$ cat src/rtl/jtkicker_tile_romrq.sv
// -----------------------------------------------------------------------------
// jtkicker_tile_romrq
//
// SDRAM-side responder for a tile/scroll layer's ROM fetch port. The layer asks
// for a 32-bit word; this block fetches it as two 16-bit beats from a single
// SDRAM bank slot, assembles {beat1, beat0}, keeps it in a small cache and
// reports rom_ok only while the cached tag matches the address being asked for.
// One instance sits between each graphics layer and the bank arbiter.
//
// Parameters
//   AW     : layer address width, in 32-bit words
//   OFFSET : base of the region within the SDRAM bank, in 16-bit words
//   TOUT   : WAIT cycles without sdram_ack before the request is dropped for
//            one cycle and raised again
//
// Ports
//   clk        in   system clock, single domain
//   rst        in   synchronous active-high reset
//   rom_addr   in   [AW-1:0] requested 32-bit word address
//   rom_cs     in   request enable; no new fetch starts while low
//   rom_data   out  [31:0] assembled data {beat1, beat0}
//   rom_ok     out  rom_data belongs to the current rom_addr (combinational)
//   sdram_addr out  [21:0] 16-bit word address {fa, 1'b0} + OFFSET
//   sdram_req  out  bank request, held as a level until acknowledged
//   sdram_ack  in   one-cycle grant from the arbiter
//   sdram_dst  in   one-cycle data strobe, two per granted request
//   sdram_data in   [15:0] beat data, valid while sdram_dst is high
//
// Optional build macro
//   JTKICKER_ROMRQ_CACHE2_EN : two cache entries with a round-robin fill
//   pointer; rom_data becomes a combinational mux of the hitting entry.
//   Without it the block keeps a single cache entry.
// -----------------------------------------------------------------------------
module jtkicker_tile_romrq #(
  parameter int          AW     = 13,
  parameter logic [21:0] OFFSET = 22'h0,
  parameter int          TOUT   = 63
) (
  input  logic          clk,
  input  logic          rst,
  input  logic [AW-1:0] rom_addr,
  input  logic          rom_cs,
  output logic [31:0]   rom_data,
  output logic          rom_ok,
  output logic [21:0]   sdram_addr,
  output logic          sdram_req,
  input  logic          sdram_ack,
  input  logic          sdram_dst,
  input  logic [15:0]   sdram_data
);

  // Counter just wide enough to hold TOUT.
  localparam int            CW        = (TOUT < 1) ? 1 : $clog2(TOUT + 1);
  // Last count with the request still raised; the next WAIT cycle has it low.
  localparam logic [CW-1:0] TOUT_LAST = CW'(TOUT - 1);

  typedef enum logic [1:0] {
    ST_IDLE  = 2'd0,
    ST_WAIT  = 2'd1,
    ST_BEAT0 = 2'd2,
    ST_BEAT1 = 2'd3
  } state_t;

  // SDRAM word address of a 32-bit layer word; the 22-bit sum wraps silently.
  function automatic logic [21:0] fetch_addr(input logic [AW-1:0] a);
    logic [21:0] word;
    word = 22'({a, 1'b0});
    return word + OFFSET;
  endfunction

  state_t        state;
  state_t        state_nxt;
  logic [AW-1:0] fa;
  logic [AW-1:0] fa_nxt;
  logic [CW-1:0] cnt;
  logic [CW-1:0] cnt_nxt;
  logic [15:0]   low;
  logic [15:0]   low_nxt;
  logic          req_nxt;
  logic [21:0]   addr_nxt;
  logic          fill;
  logic [31:0]   fill_data;
  logic          hit;

  // Cache entry 0 (always present)
  logic [AW-1:0] tag0;
  logic [31:0]   data0;
  logic          valid0;
  logic          hit0;

  assign hit0      = valid0 & (tag0 == rom_addr);
  assign fill_data = {sdram_data, low};

`ifdef JTKICKER_ROMRQ_CACHE2_EN
  // Second entry and the round-robin victim pointer
  logic [AW-1:0] tag1;
  logic [31:0]   data1;
  logic          valid1;
  logic          hit1;
  logic          ptr;

  assign hit1     = valid1 & (tag1 == rom_addr);
  assign hit      = hit0 | hit1;
  // Data follows whichever entry hits; entry 0 is shown otherwise.
  assign rom_data = hit1 ? data1 : data0;
`else
  assign hit      = hit0;
  assign rom_data = data0;
`endif

  assign rom_ok = hit & rom_cs;

  // Next-state and next-value logic for the fetch sequencer
  always_comb begin
    state_nxt = state;
    fa_nxt    = fa;
    cnt_nxt   = cnt;
    low_nxt   = low;
    req_nxt   = sdram_req;
    addr_nxt  = sdram_addr;
    fill      = 1'b0;
    case (state)
      ST_IDLE: begin
        if (rom_cs && !hit) begin
          fa_nxt    = rom_addr;
          addr_nxt  = fetch_addr(rom_addr);
          req_nxt   = 1'b1;
          cnt_nxt   = '0;
          state_nxt = ST_WAIT;
        end else begin
          state_nxt = ST_IDLE;
        end
      end
      ST_WAIT: begin
        // A grant only counts while the request is actually raised.
        if (sdram_req && sdram_ack) begin
          req_nxt   = 1'b0;
          cnt_nxt   = '0;
          state_nxt = ST_BEAT0;
        end else if (!sdram_req) begin
          // The one-cycle drop after a timeout is over: raise it again,
          // same fa and sdram_addr.
          req_nxt = 1'b1;
          cnt_nxt = '0;
        end else if (cnt == TOUT_LAST) begin
          // The counter reaches TOUT in the cycle the request is low.
          req_nxt = 1'b0;
          cnt_nxt = cnt + CW'(1);
        end else begin
          cnt_nxt = cnt + CW'(1);
        end
      end
      ST_BEAT0: begin
        if (sdram_dst) begin
          low_nxt   = sdram_data;
          state_nxt = ST_BEAT1;
        end else begin
          state_nxt = ST_BEAT0;
        end
      end
      ST_BEAT1: begin
        if (sdram_dst) begin
          fill      = 1'b1;
          state_nxt = ST_IDLE;
        end else begin
          state_nxt = ST_BEAT1;
        end
      end
      default: begin
        req_nxt   = 1'b0;
        cnt_nxt   = '0;
        state_nxt = ST_IDLE;
      end
    endcase
  end

  // Sequencer state, latched fetch address, request and staging registers
  always_ff @(posedge clk) begin
    if (rst) begin
      state      <= ST_IDLE;
      fa         <= '0;
      cnt        <= '0;
      low        <= 16'h0000;
      sdram_req  <= 1'b0;
      sdram_addr <= OFFSET;
    end else begin
      state      <= state_nxt;
      fa         <= fa_nxt;
      cnt        <= cnt_nxt;
      low        <= low_nxt;
      sdram_req  <= req_nxt;
      sdram_addr <= addr_nxt;
    end
  end

`ifdef JTKICKER_ROMRQ_CACHE2_EN
  // Two-entry cache: the fill lands in the entry the pointer selects, tag and
  // data in the same edge, then the pointer moves on.
  always_ff @(posedge clk) begin
    if (rst) begin
      tag0   <= '0;
      data0  <= 32'h0000_0000;
      valid0 <= 1'b0;
      tag1   <= '0;
      data1  <= 32'h0000_0000;
      valid1 <= 1'b0;
      ptr    <= 1'b0;
    end else if (fill) begin
      if (ptr == 1'b0) begin
        tag0   <= fa;
        data0  <= fill_data;
        valid0 <= 1'b1;
      end else begin
        tag1   <= fa;
        data1  <= fill_data;
        valid1 <= 1'b1;
      end
      ptr <= ~ptr;
    end else begin
      ptr <= ptr;
    end
  end
`else
  // Single-entry cache: tag, data and valid update together on the last beat,
  // so there is never a cycle with a stale tag paired with fresh data.
  always_ff @(posedge clk) begin
    if (rst) begin
      tag0   <= '0;
      data0  <= 32'h0000_0000;
      valid0 <= 1'b0;
    end else if (fill) begin
      tag0   <= fa;
      data0  <= fill_data;
      valid0 <= 1'b1;
    end else begin
      valid0 <= valid0;
    end
  end
`endif

endmodule

$ cat config.mk
export PLATFORM = sky130hd
export DESIGN_NAME = jtkicker_tile_romrq
export DESIGN_NICKNAME = d
export VERILOG_FILES = /design/src/rtl/jtkicker_tile_romrq.sv
export SDC_FILE = /design/constraint.sdc
export NUM_CORES = 1
export LEC_CHECK = 0
export ABC_AREA = 1
export BUFFER_PORTS_ARGS = -buffer_cell sky130_fd_sc_hd__buf_2
export CAP_MARGIN = 20
export CORE_UTILIZATION = 52
export DETAILED_ROUTE_END_ITERATION = 12
export GPL_ROUTABILITY_DRIVEN = 1
export PLACE_DENSITY = 0.79
export SLEW_MARGIN = 20
export SYNTH_ARGS = -nofsm -noshare
export SYNTH_HDL_FRONTEND = slang
export SYNTH_SLANG_ARGS = --single-unit
$ cat constraint.sdc
create_clock -name clk -period 1.5 [get_ports clk]
set_input_delay 0.375 -clock clk [delete_from_list [all_inputs] [get_ports clk]]
set_output_delay 0.375 -clock clk [all_outputs]
set_load 0.02 [all_outputs]
==> results.toml <==
[logic_synthesis]
async_flop_share_pct = 0
ys_warn_count = 0
avgSynthCellArea_um2 = 7.36
synth_top_flop_cell = "dfxtp_1"
ys_seq_elements = 84
ys_top_cells_by_count = "nor2_1 (122), dfxtp_1 (84), o21ai_0 (61)"
yosys.area.top_type_share_pct = 47.6
ys_seq_area_share_pct = 47.6
synth-edff-count = 0
synth_top_cell_by_area = "dfxtp_1"
ys_types = 30
synthTopCellsByArea = "dfxtp_1 (48%), nor2_1 (13%), o21ai_0 (8.6%)"
synth.most_common_cell = "nor2_1"
syn_area_um2 = 3530
syn-instance-count = 480

[sta]
fin_hold_ws_ns = 0.254
clock_skew_ns = 0.00617
final_hold_viol_count = 0
clock.fmax_ghz = 0.501
fin_crit_sh_pct = 133
setup_viol = 22
slew_violations = 0
timing.final.ws_setup_ns = -0.498
rsz0062_at_grt = "true"
fin_crit_ns = 2.00
slew_headroom_pct = 58.2
worst_pin_slew_ns = 0.622

[layout]
fin_area_um2 = 4610
diodes = 0
syn_to_final_growth_pct = 30.6
drive_gt1_share_pct = 36.1
nets = 605

[routing]
drc_errors = 11
wl_per_cell_um = 13.7
vias = 3425
first_pass_iters = 8
vias_per_cell = 5.26
wirelength_mm = 8.89
drtAntennaViolNets = 0
drt-initial-drc-count = 165

[clock_tree]
cts_root_buf = "clkbuf_8"
clk_path_buf_depth = 2
tritoncts = "yes"
postCtsHoldBufs = 0
clock-sinks = 84
ctsHtreeMaxLevel = 3
path_clk_slew_ns = 0.09
cts_made_buffers = 9
clock_latency_ns = 0.36

[floorplanning]
initial_core_util_pct = 54.7
core-area_um2 = 6460
die_h_um = 84.4
io_pins = 90
die_area_um2 = 7130
rows = 29
die_w_um = 84.4

[run_status]
status = "complete, but fails checks"
violations = "design-rule violations, negative setup slack"

[global_routing]
grt_max_degree = 55
grt_antenna_before_repair = 0
gr-total-overflow = 0
grt_pass1_vias = 3105
grt_util_all_layers_pct = 24.8
grt_pass1_wl_mm = 14.1

[worst_setup_path]
critPathArrivalTime_ns = 1.62
end_kind = "primary output"
crit_type = "reg2out"
r2r_slack_ns = -0.17
required_ns = 1.12
start_kind = "flip-flop"
cp_max_fo = 2

[power_and_ir_drop]
power_density_nw_per_um2 = 1070
p_leak_nw = 2.23
ir_drop_v = 0.000601
power_mw = 4.95

[flow_run]
cap_viol_max_count = 0

[place]
portBuffers = 80
hpwl_mm = 5.59
dpl-instance-area_um2 = 4040
finalWeightedCongestion = 0.858

[min_path]
hp-class = "in2reg"
==> registers in the layout (all words and copies together) (netlist names) <==
| register | count |
|---|---|
| cnt | 6 |
| fa | 13 |
| low | 16 |
| rom_data | 32 |
| sdram_req | 1 |
| state | 2 |
| tag0 | 13 |
| valid0 | 1 |
==> worst max-delay path, cell delays in order (launching register included) <==
cell and delay, ns:
dfxtp_2 0.35, inv_2 0.05, nand2_4 0.08, o2111ai_4 0.14, nor3_2 0.20, nand3_1 0.13
nor2_1 0.15, buf_4 0.15
==> through the flow <==
step	cells	utilization, %	TNS, ns	setup slack [ns]
after floorplan	488	-	0	0.00736
after global placement	632	62.5	-1.73	-0.197
after detailed placement	632	62.5	-2.53	-0.210
after CTS	649	67.4	-0.536	-0.439
after global routing	651	71.4	-3.92	-0.573
final	651	71.4	-2.34	-0.498
==> where the power goes <==
part           switching, mW  internal [mW]  leakage [nW]
logic                  0.388          0.226          1.42
registers             0.0553           2.29         0.685
clock network          0.873           1.12         0.116
==> path summary, 6_finish.rpt <==
| path | end | from | depth (start not counted) |
|---|---|---|---|
| worst max-delay path | rom_ok | tag0[12]$_SDFFE_PP0P_ | 7 |
| worst min-delay path | low[0]$_SDFFE_PP0P_ | sdram_data[0] | 3 |
| worst max register to register | cnt[5]$_SDFFE_PP0P_ | tag0[12]$_SDFFE_PP0P_ | 13 |
| worst min register to register | tag0[6]$_SDFFE_PP0P_ | tag0[6]$_SDFFE_PP0P_ | 2 |
==> per-layer routing <==
metal	up-vias	track usage, %	wire length (um)
met2	106	41.1	4370
met3	15	5.01	501
met5	-	0	0
li1	1690	-	-
met1	1614	31.2	3840
met4	0	11.6	182
==> layout by cell type (no fill, tap or decap), drive strengths merged <==
cell / netlist / routed
o31ai: 1 / 1
a31oi: 1 / 1
o2111ai: 1 / 1
nor3: 5 / 5
clkbuf: 15 / 9
clkinvlp: 0 / 2
ha: 2 / 2
conb: 1 / 9
a21o: 1 / 1
o211ai: 1 / 1
nand3: 13 / 13
nor2: 140 / 140
xor2: 1 / 1
nand2: 56 / 56
o21ai: 75 / 75
dfxtp: 84 / 84
and3: 1 / 1
inv: 40 / 42
nand4: 3 / 3
xnor2: 1 / 1
bufinv: 0 / 3
a21oi: 21 / 21
buf: 17 / 102
==> logic make-up (layout without fill, tap and decap cells) <==
family	after synthesis	in the layout	share of synthesized area, %
XOR/XNOR	2	2	0.496
AND/OR/NAND/NOR	218	218	26.8
AO/OA/AOI/OAI	101	101	14.7
buffers and inverters	72	158	9.60
flip-flops	84	84	47.6
other	1	9	0.106
adder cells (fa/ha/maj)	2	2	0.708
==> timing repair <==
item	4_1_cts	5_1_grt
pin swaps	3	24
endpoints found under the setup margin	7	22
resized for setup	14	66
gates cloned	1	0
setup buffers	0	2
hold endpoints to repair	0	0
==> layout make-up <==
cell class | instances | area [um^2]
fillers | 534 | 1840
clock buffers | 9 | 124
flip-flops and latches | 84 | 1690
clock inverters | 7 | 123
repair buffers | 102 | 638
well taps | 77 | 96.3
multi-input cells | 332 | 1780
inverters | 40 | 158
(Power assumes the default switching activity.)
